--- config.mk ---
export PLATFORM = sky130hd
export DESIGN_NAME = if_window_controller
export DESIGN_NICKNAME = d
export VERILOG_FILES = /design/src/rtl/if_window_controller.sv
export SDC_FILE = /design/constraint.sdc
export NUM_CORES = 1
export LEC_CHECK = 0
export BUFFER_PORTS_ARGS = -buffer_cell sky130_fd_sc_hd__clkbuf_2
export CORE_AREA = 2 2 80 59
export DETAILED_ROUTE_END_ITERATION = 8
export DIE_AREA = 0 0 82 61
export GPL_ROUTABILITY_DRIVEN = 0
export PLACE_DENSITY = 0.8
export SYNTH_ARGS = -nofsm -noshare
export SYNTH_HDL_FRONTEND = slang
export SYNTH_SLANG_ARGS = --single-unit
--- constraint.sdc ---
create_clock -name clk -period 7 [get_ports clk]
set_clock_uncertainty 0.2 [all_clocks]
set_input_delay 2.1 -clock clk [delete_from_list [all_inputs] [get_ports clk]]
set_output_delay 2.1 -clock clk [all_outputs]
set_load 0.02 [all_outputs]
--- src/rtl/if_window_controller.sv ---
// IF window controller: walks a stored input-feature row in a circular scratchpad and produces
// one filter-window read sequence per output. Each window clears the MAC, reads filt_len taps,
// and pushes one psum. Windows step by stride until the next one would pass the row end.
module if_window_controller #(
  parameter int unsigned ADDR_W = 4,
  parameter int unsigned FLEN_W = 3
) (
  input  logic              clk,
  input  logic              rst,
  input  logic              start,
  input  logic [ADDR_W-1:0] row_start,
  input  logic [ADDR_W-1:0] row_end,
  input  logic [FLEN_W-1:0] filt_len,
  input  logic [FLEN_W-1:0] stride,
  input  logic              psum_full,
  output logic              sp_ren,
  output logic [ADDR_W-1:0] sp_raddr,
  output logic [FLEN_W-1:0] filt_raddr,
  output logic              mac_clr,
  output logic              mac_en,
  output logic              psum_valid,
  output logic              row_done,
  output logic              busy
);

  // Wide enough that off + stride + filt_len cannot overflow.
  localparam int unsigned SumW = ((ADDR_W > FLEN_W) ? ADDR_W : FLEN_W) + 3;

  typedef enum logic [2:0] {
    StIdle,
    StInit,
    StRead,
    StDrain,
    StEmit,
    StAdvance,
    StDone
  } state_e;

  state_e            state_q, state_d;
  logic [ADDR_W-1:0] base_q, base_d;
  logic [FLEN_W-1:0] k_q, k_d;
  logic [ADDR_W-1:0] row_start_q, row_start_d;
  logic [ADDR_W-1:0] row_end_q, row_end_d;
  logic [FLEN_W-1:0] filt_len_q, filt_len_d;
  logic [FLEN_W-1:0] stride_q, stride_d;
  logic              mac_en_q;

  logic [SumW-1:0]   len_in;
  logic [SumW-1:0]   len_q;
  logic [ADDR_W-1:0] off;
  logic [SumW-1:0]   next_reach;

  // Row length ((end - start) mod 2^ADDR_W) + 1, zero-extended.
  function automatic logic [SumW-1:0] row_len(input logic [ADDR_W-1:0] s,
                                              input logic [ADDR_W-1:0] e);
    logic [ADDR_W-1:0] d;
    d = e - s;
    return SumW'(d) + SumW'(1);
  endfunction

  assign len_in     = row_len(row_start, row_end);
  assign len_q      = row_len(row_start_q, row_end_q);
  // Offset of the current window inside the row; the next window fits if its last tap is in range.
  assign off        = base_q - row_start_q;
  assign next_reach = SumW'(off) + SumW'(stride_q) + SumW'(filt_len_q);

  // State and latched row parameters.
  always_ff @(posedge clk or posedge rst) begin
    if (rst) begin
      state_q     <= StIdle;
      base_q      <= '0;
      k_q         <= '0;
      row_start_q <= '0;
      row_end_q   <= '0;
      filt_len_q  <= '0;
      stride_q    <= '0;
    end else begin
      state_q     <= state_d;
      base_q      <= base_d;
      k_q         <= k_d;
      row_start_q <= row_start_d;
      row_end_q   <= row_end_d;
      filt_len_q  <= filt_len_d;
      stride_q    <= stride_d;
    end
  end

  // mac_en follows sp_ren by one cycle to line up with the synchronous scratchpad read.
  always_ff @(posedge clk or posedge rst) begin
    if (rst) begin
      mac_en_q <= 1'b0;
    end else begin
      mac_en_q <= sp_ren;
    end
  end

  assign mac_en = mac_en_q;
  assign busy   = (state_q != StIdle);

  // Next-state logic and per-state outputs.
  always_comb begin
    state_d     = state_q;
    base_d      = base_q;
    k_d         = k_q;
    row_start_d = row_start_q;
    row_end_d   = row_end_q;
    filt_len_d  = filt_len_q;
    stride_d    = stride_q;
    sp_ren      = 1'b0;
    sp_raddr    = '0;
    filt_raddr  = '0;
    mac_clr     = 1'b0;
    psum_valid  = 1'b0;
    row_done    = 1'b0;

    case (state_q)
      StIdle: begin
        if (start) begin
          row_start_d = row_start;
          row_end_d   = row_end;
          filt_len_d  = filt_len;
          stride_d    = stride;
          base_d      = row_start;
          k_d         = '0;
          // A row shorter than the filter produces no windows at all.
          state_d     = (len_in >= SumW'(filt_len)) ? StInit : StDone;
        end
      end
      StInit: begin
        mac_clr = 1'b1;
        state_d = StRead;
      end
      StRead: begin
        sp_ren     = 1'b1;
        sp_raddr   = base_q + ADDR_W'(k_q);
        filt_raddr = k_q;
        k_d        = k_q + FLEN_W'(1);
        if (k_q == filt_len_q - FLEN_W'(1)) begin
          state_d = StDrain;
        end
      end
      StDrain: begin
        state_d = StEmit;
      end
      StEmit: begin
        // Back-pressure holds everything in place until the FIFO has room.
        if (!psum_full) begin
          psum_valid = 1'b1;
          state_d    = StAdvance;
        end
      end
      StAdvance: begin
        if (next_reach <= len_q) begin
          base_d  = base_q + ADDR_W'(stride_q);
          k_d     = '0;
          state_d = StInit;
        end else begin
          state_d = StDone;
        end
      end
      StDone: begin
        row_done = 1'b1;
        state_d  = StIdle;
      end
      default: begin
        state_d = StIdle;
      end
    endcase
  end

endmodule
==> results.py, run 1 <==
metrics = {
    "global_routing": {
        "grt_pass1_wl_mm": 7.41,
        "grt_usage_pct": 19.7,
        "antenna_found_initial": 0,
        "grtUsageMet3_pct": 3.72,
        "first_global_vias": 1593,
        "grt_start_max_net_pins": 26,
        "grt_busiest_layer": "met2",
        "grt-ovfl-total": 0,
        "grtUsageMet2_pct": 30.5,
        "use_met1_pct": 29.2,
    },
    "detailed_routing": {
        "final_antenna_net_count": 0,
        "num_vias": 1714,
        "routed_wl_mm": 4.42,
        "dr.pass1.iters": 4,
        "drcViolationCount": 0,
        "dr.first_iter.drc_count": 86,
        "wl_per_cell_um": 13.9,
        "vias_per_cell": 5.39,
    },
    "finish": {
        "final_util_pct": 57.7,
        "area_growth_pct": 11.4,
        "diodes": 0,
        "drive_gt1_share_pct": 16.7,
        "fin_cells": 318,
        "final_common_cell": "nand2_1",
        "nets": 321,
        "final_cell_mix": "nand2_1, ha_1, clkbuf_2",
    },
    "timing": {
        "setup_violations": 0,
        "fin_tns_setup_ns": 0,
        "finalCriticalPeriod_ns": 4.89,
        "finalHoldViolCount": 0,
        "relSlewSlack_pct": 33.8,
        "period_share_pct": 69.8,
        "rsz0062_at_grt": "no",
        "setup_slack_ns": 2.11,
        "tightest_slew_ns": 0.992,
        "max_freq_mhz": 205,
        "maxSlewViolCount": 0,
    },
    "clock_tree": {
        "cts_setup_buffers": 0,
        "path_clk_slew_ns": 0.10,
        "numCtsBuffers": 3,
        "tritoncts": "yes",
        "ctsLongestPathBuffers": 2,
        "cts_hold_buf": 0,
        "root_buffer": "clkbuf_8",
        "htree_levels": 1,
        "clk_latency_ns": 0.28,
        "cts.sinks": 25,
        "cts.repair.resized": 0,
    },
    "synth": {
        "synth_edf_count": 0,
        "synthCells": 234,
        "synthArstFlopShare_pct": 100,
        "yosysSeqAreaShare_pct": 28.7,
        "yosys.cell_types.count": 42,
        "ys_seq_elements": 25,
        "ys.warnings.count": 0,
        "ys.flop_type": "dfrtp_1",
        "syn-num-nets": 291,
        "syn_area_um2": 2180,
        "syn_avg_cell_area_um2": 9.31,
    },
    "setup_path": {
        "worst_setup_path_start_kind": "input pin",
        "cp_cell_sequence": "clkbuf_2 > nor4_1 > clkbuf_2",
        "cpMostUsedCell": "clkbuf_2",
        "cp_data_arrival_time_ns": 2.59,
        "cpPeakStageDelay_ns": 0.21,
        "cp_top_family": "buffers and inverters",
        "critPathBufInv": 2,
        "cp_slowest_cell": "clkbuf_2",
        "critical_path.max_fanout": 3,
        "cp.required_ns": 4.70,
        "endpoint_kind": "output port",
        "worstSetupPathType": "input pin to output port",
    },
    "placed_design": {
        "dp_slack_ns": 2.04,
        "placedCellCount": 314,
        "dp.final_hpwl_mm": 3.55,
        "numPortBuffers": 30,
    },
    "hold_path": {
        "min_path_type": "flop to flop",
    },
    "die": {
        "coreArea_um2": 4200,
        "num_io_pins": 31,
        "start_util_pct": 51.8,
        "num_rows": 20,
        "fp.dieW_um": 82,
        "dieArea_um2": 5000,
        "die_h_um": 61,
    },
    "outcome": {
        "status": "complete, no violations",
    },
    "run": {
        "maxCapViolations": 0,
    },
}
==> path summary, 6_finish.rpt <==
| check | startpoint | endpoint | slack [ns] | cells past startpoint |
|---|---|---|---|---|
| min reg2reg | row_end_q[2] | row_end_q[2] | 0.31 | 2 |
| max in group asynchronous | rst | filt_len_q[2] | 4.18 | 2 |
| max | psum_full | psum_valid | 2.11 | 3 |
| max reg2reg | base_q[0] | base_q[0] | 2.36 | 14 |
| min | row_end_q[2] | row_end_q[2] | 0.31 | 2 |
| min in group asynchronous | rst | base_q[2] | 1.82 | 2 |
==> cell type report <==
| type | count | area [um2] |
|---|---|---|
| clock buffers | 3 | 41.3 |
| flip-flops and latches | 25 | 626 |
| repair buffers | 30 | 150 |
| multi-input cells | 173 | 1420 |
| inverters | 31 | 116 |
| well taps | 55 | 68.8 |
| fillers | 377 | 1780 |
| clock inverters | 1 | 7.51 |
==> cell usage after synthesis (4+ instances only) <==
library cell,number,area (um2)
inv_1,28,105
and2_1,6,37.5
o21ai_0,12,60.1
xor2_1,6,52.6
fa_1,9,180
nor2_1,7,26.3
clkbuf_1,4,15.0
nand2_1,31,116
o21ai_1,4,20.0
dfrtp_1,25,626
a21oi_1,10,50.1
ha_1,30,375
a21o_1,7,52.6
xnor2_1,11,96.3
==> stage by stage <==
stage | instance area (um2) | hold WS [ns]
6_report | 2430 | 0.306
3_5_place_dp | 2380 | 0.281
2_1_floorplan | 2180 | 0.250
4_1_cts | 2430 | 0.304
3_3_place_gp | 2380 | 0.273
5_1_grt | 2430 | 0.319
==> flip-flops by register name, summed over array words and instances, names as in the netlist <==
register     count
row_start_q      4
k_q              3
mac_en           1
stride_q         3
row_end_q        4
filt_len_q       3
state_q          3
base_q           4
==> worst reg2reg max path: stages (launching register included) <==
cell and delay [ns]:
dfrtp_1 0.46, inv_1 0.07, ha_1 0.19, inv_1 0.08
fa_1 0.43, fa_1 0.44, ha_1 0.24, fa_1 0.38
xor2_1 0.16, ha_1 0.29, and3_1 0.18, o21ai_1 0.07
a32oi_1 0.69, o21ai_1 0.34, o221a_1 0.32
==> metal layers <==
| layer | vias to the layer above | wire, um |
|---|---|---|
| li1 | 858 | - |
| met1 | 807 | 2280 |
| met2 | 41 | 1900 |
| met3 | 8 | 183 |
| met4 | 0 | 53 |
| met5 | - | 0 |
==> kinds of logic (layout without fill, tap and decap cells) <==
group	Yosys count	in the layout	share of synthesized area (%)
fa+ha+maj	39	39	25.5
xor+xnor	18	18	7.92
simple gates	64	64	14.6
mux	2	2	0.919
compound gates	50	50	16.1
buf+inv	36	65	6.26
flops	25	25	28.7
Power of run 1 is left out: the tool's default activity adds up to more than one toggle a clock period on the data nets, which glitch-free logic cannot reach.
==> inputs of run 2 (changes only) <==
==> constraint.sdc (replaced) <==
create_clock -name clk -period 4.5 [get_ports clk]
set_clock_uncertainty 0.2 [all_clocks]
set_input_delay 1.35 -clock clk [delete_from_list [all_inputs] [get_ports clk]]
set_output_delay 1.35 -clock clk [all_outputs]
set_load 0.02 [all_outputs]
==> run 2 against run 1 <==
  * Sequential share of layout area about the same
  * Worst setup slack got worse by 1.8 ns
  * Largest cell class unchanged
  * Critical path depth increased by 11
  * Routed wire length decreased by 0.20%
  * Die area unchanged
  * Register-to-register slack got worse by 2.1 ns
  * Critical path type is now flop to flop
==> results.py, run 2 (synthesis results as in run 1) <==
metrics = {
    "timing": {
        "max_freq_mhz": 237,
        "setup_slack_ns": 0.283,
        "fin_tns_setup_ns": 0,
        "setup_violations": 0,
        "relSlewSlack_pct": 36.8,
        "maxSlewViolCount": 0,
        "tightest_slew_ns": 0.947,
        "period_share_pct": 93.7,
        "finalCriticalPeriod_ns": 4.22,
        "holdWs_ns": 0.319,
        "rsz0062_at_grt": "no",
        "finalHoldViolCount": 0,
    },
    "finish": {
        "area_growth_pct": 11.5,
        "final_cell_mix": "nand2_1, ha_1, clkbuf_2",
        "drive_gt1_share_pct": 16.7,
        "final_common_cell": "nand2_1",
        "nets": 321,
        "fin_cells": 318,
        "diodes": 0,
        "reg.largest.list": "base_q (4), row_end_q (4), row_start_q (4)",
    },
    "outcome": {
        "status": "complete, no violations",
    },
    "clock_tree": {
        "numCtsBuffers": 3,
        "path_clk_slew_ns": 0.09,
        "cts.sinks": 25,
        "root_buffer": "clkbuf_8",
        "cts_setup_buffers": 0,
        "tritoncts": "yes",
        "clk_latency_ns": 0.27,
        "cts_hold_buf": 0,
        "htree_levels": 1,
        "ctsLongestPathBuffers": 2,
        "cts.repair.resized": 0,
    },
    "setup_path": {
        "worst_setup_path_start_kind": "flop",
        "cp.required_ns": 4.46,
        "cp_data_arrival_time_ns": 4.18,
        "critical_path.max_fanout": 10,
        "setup.worst_path.start": "base_q[0]",
        "r2r-start": "base_q[0]",
        "endpoint_kind": "flop",
        "worstSetupPathType": "flop to flop",
    },
    "global_routing": {
        "first_global_vias": 1658,
        "grt-ovfl-total": 0,
        "antenna_found_initial": 0,
        "grt_start_max_net_pins": 26,
        "grt_usage_pct": 20.4,
        "grt_pass1_wl_mm": 7.76,
    },
    "detailed_routing": {
        "vias_per_cell": 5.40,
        "dr.first_iter.drc_count": 97,
        "routed_wl_mm": 4.41,
        "drcViolationCount": 0,
        "num_vias": 1717,
        "wl_per_cell_um": 13.9,
        "dr.pass1.iters": 4,
        "final_antenna_net_count": 0,
    },
    "placed_design": {
        "dp_slack_ns": 0.0870,
        "dp.final_hpwl_mm": 3.59,
        "numPortBuffers": 30,
        "placedCellCount": 314,
    },
    "die": {
        "num_rows": 20,
        "coreArea_um2": 4200,
        "start_util_pct": 51.8,
        "die_h_um": 61,
        "fp.dieW_um": 82,
        "num_io_pins": 31,
        "dieArea_um2": 5000,
    },
    "run": {
        "maxCapViolations": 0,
    },
    "hold_path": {
        "hold_path.startpoint": "row_end_q[3]",
        "min_path_type": "flop to flop",
    },
}
run 2: layer usage:
| layer | part of all wire, % | track usage [%] | wire length (um) |
|---|---|---|---|
| met3 | 3.3 | 2.83 | 144 |
| met5 | 0 | 0 | 0 |
| met2 | 45 | 32.3 | 1980 |
| met4 | 0.66 | 2.86 | 29 |
| met1 | 51 | 30.7 | 2250 |
run 2: final timing paths:
path / endpoint / slack (ns) / cells past startpoint
max: base_q[1] / 0.28 / 14
min: row_end_q[3] / 0.32 / 2
max reg2reg: base_q[1] / 0.28 / 14
min reg2reg: row_end_q[3] / 0.32 / 2
max in group asynchronous: base_q[3] / 2.46 / 2
min in group asynchronous: state_q[1] / 1.07 / 2
run 2: critical path: stages, from the launching register on:
cell and delay, ns:
dfrtp_1 0.41, inv_1 0.06, ha_1 0.18, inv_1 0.08
fa_1 0.43, fa_1 0.44, ha_1 0.23, fa_1 0.39
xor2_1 0.16, ha_1 0.29, and3_1 0.20, o21ai_1 0.10
a32oi_2 0.41, o21ai_1 0.24, o221a_2 0.29
run 2: layout make-up:
class | count | area [um2]
fillers | 364 | 1770
multi-input cells | 173 | 1430
flip-flops and latches | 25 | 626
repair buffers | 30 | 150
inverters | 31 | 116
well taps | 55 | 68.8
clock buffers | 4 | 45.0
run 2: per-stage QoR:
step,util (%),instance area [um2]
floorplan,-,2180
global placement,56.6,2380
detailed placement,56.6,2380
CTS,57.6,2420
global route,57.8,2430
finish,57.8,2430
Power of run 2 is left out for the same reason.
==> inputs of run 3 (changes only) <==
--- a/config.mk
+++ b/config.mk
@@ -6,11 +6,11 @@
 export NUM_CORES = 1
 export LEC_CHECK = 0
 export BUFFER_PORTS_ARGS = -buffer_cell sky130_fd_sc_hd__clkbuf_2
-export CORE_AREA = 2 2 80 59
+export CORE_AREA = 2 2 92 67
 export DETAILED_ROUTE_END_ITERATION = 8
-export DIE_AREA = 0 0 82 61
+export DIE_AREA = 0 0 94 69
 export GPL_ROUTABILITY_DRIVEN = 0
-export PLACE_DENSITY = 0.8
+export PLACE_DENSITY = 0.65
 export SYNTH_ARGS = -nofsm -noshare
 export SYNTH_HDL_FRONTEND = slang
 export SYNTH_SLANG_ARGS = --single-unit
==> constraint.sdc (replaced) <==
create_clock -name clk -period 4.58 [get_ports clk]
set_clock_uncertainty 0.2 [all_clocks]
set_input_delay 1.374 -clock clk [delete_from_list [all_inputs] [get_ports clk]]
set_output_delay 1.374 -clock clk [all_outputs]
set_load 0.02 [all_outputs]
==> run 3 against run 2 <==
  * Flip-flop and latch count did not move
  * Die area rose by 30%
  * Design area rose by 1.3%
  * Routed wire length rose by 7.3%
  * Via count fell by 2.5%
  * Worst hold slack got worse by 0.022 ns
  * Count of clock-buffer cells in the layout did not move
  * Non-clock buffer count rose by 2
  * Worst setup slack improved by 0.023 ns
  * Critical path depth rose by 1
==> results.py, run 3 (synthesis results as in run 1) <==
metrics = {
    "die": {
        "fp.dieW_um": 94,
        "num_io_pins": 31,
        "dieArea_um2": 6490,
        "num_rows": 23,
        "coreArea_um2": 5610,
        "die_h_um": 69,
        "start_util_pct": 38.8,
    },
    "setup_path": {
        "r2r-start": "base_q[0]",
        "cp_cell_sequence": "inv_1 > ha_1 > inv_1 > fa_1 > fa_1 > ha_1 > fa_1 > xor2_1 > ha_1 > a21o_1 > a21oi_1 > a32oi_1 > buf_4 > o21ai_1 > o221a_2",
        "cpPeakStageDelay_ns": 0.45,
        "cp_data_arrival_time_ns": 4.29,
        "cp.required_ns": 4.59,
        "cp_slowest_cell": "dfrtp_1",
        "worst_setup_path_start_kind": "flop",
        "critical_path.max_fanout": 10,
        "worstSetupPathType": "flop to flop",
        "endpoint_kind": "flop",
        "setup.worst_path.start": "base_q[0]",
    },
    "clock_tree": {
        "path_clk_slew_ns": 0.09,
        "clk_latency_ns": 0.27,
        "root_buffer": "clkbuf_8",
        "ctsLongestPathBuffers": 2,
        "numCtsBuffers": 3,
        "htree_levels": 1,
        "cts_setup_buffers": 0,
        "cts.sinks": 25,
        "cts_hold_buf": 0,
        "cts.repair.resized": 0,
        "tritoncts": "yes",
    },
    "global_routing": {
        "first_global_vias": 1731,
        "antenna_found_initial": 0,
        "grt-ovfl-total": 0,
        "grt_start_max_net_pins": 26,
        "grt_pass1_wl_mm": 8.14,
        "grt_usage_pct": 15.6,
    },
    "placed_design": {
        "numPortBuffers": 30,
        "placed_area_um2": 2420,
        "placedCellCount": 336,
        "dp.final_hpwl_mm": 3.88,
    },
    "timing": {
        "period_share_pct": 93.3,
        "fin_tns_setup_ns": 0,
        "finalHoldViolCount": 0,
        "relSlewSlack_pct": 35.6,
        "tightest_slew_ns": 0.965,
        "rsz0062_at_grt": "no",
        "setup_violations": 0,
        "maxSlewViolCount": 0,
        "finalCriticalPeriod_ns": 4.27,
        "max_freq_mhz": 234,
    },
    "detailed_routing": {
        "dr.first_iter.drc_count": 82,
        "final_antenna_net_count": 0,
        "dr.pass1.iters": 4,
        "drcViolationCount": 0,
        "routed_wl_mm": 4.73,
        "wl_per_cell_um": 13.9,
        "num_vias": 1674,
        "vias_per_cell": 4.92,
    },
    "finish": {
        "fin_cells": 340,
        "drive_gt1_share_pct": 17.0,
        "area_growth_pct": 13.0,
        "reg.largest.list": "base_q (4), row_end_q (4), row_start_q (4)",
        "final_common_cell": "nand2_1",
        "final_area_um2": 2460,
        "final_cell_mix": "nand2_1, ha_1, clkbuf_2",
        "nets": 323,
        "diodes": 0,
    },
    "hold_path": {
        "min_path_type": "flop to flop",
        "hold_path.startpoint": "row_end_q[2]",
    },
    "outcome": {
        "status": "complete, no violations",
    },
    "run": {
        "maxCapViolations": 0,
    },
}
## run 3: changes by cell type in the layout (fill, tap and decap cells not counted), sizes merged
cell and delta:
buf +2
## run 3: area by class of cell
type / instances / area (um2)
Sequential cell: 25 / 626
Clock buffer: 4 / 45.0
Fill cell: 553 / 3150
Timing Repair Buffer: 32 / 165
Multi-Input combinational cell: 173 / 1420
Tap cell: 75 / 93.8
Inverter: 31 / 116
## run 3: through the flow
step / utilization [%] / hold WS (ns) / setup WS [ns]
2_1_floorplan: - / 0.250 / 0.620
3_3_place_gp: 43.1 / 0.274 / 0.299
3_5_place_dp: 43.1 / 0.282 / 0.327
4_1_cts: 43.9 / 0.303 / 0.290
5_1_grt: 43.9 / 0.346 / 0.127
6_report: 43.9 / 0.297 / 0.306
## run 3: worst max-delay path: cells and delay by family, from the launching register on
| kind | cells | cell delay [ns] |
|---|---|---|
| DFF | 1 | 0.45 |
| adders and majority gates | 6 | 1.98 |
| xor gates and xnor gates | 1 | 0.16 |
| buffers and inverters | 3 | 0.33 |
| AOI/OAI and AO/OA | 5 | 1.11 |
## run 3: worst paths after layout
| path | endpoint | slack [ns] | cells past startpoint |
|---|---|---|---|
| max | base_q[2] | 0.31 | 15 |
| min | row_end_q[2] | 0.30 | 2 |
| max reg2reg | base_q[2] | 0.31 | 15 |
| min reg2reg | row_end_q[2] | 0.30 | 2 |
| max in group asynchronous | row_end_q[3] | 2.50 | 2 |
| min in group asynchronous | base_q[2] | 1.10 | 2 |
## run 3: metal layers
layer,up-vias,track usage (%),routed length [um]
met3,4,2.19,164
met2,35,23.7,2020
met4,0,2.74,27
met5,-,0,0
li1,862,-,-
met1,773,23.8,2520
Power of run 3 is left out for the same reason.
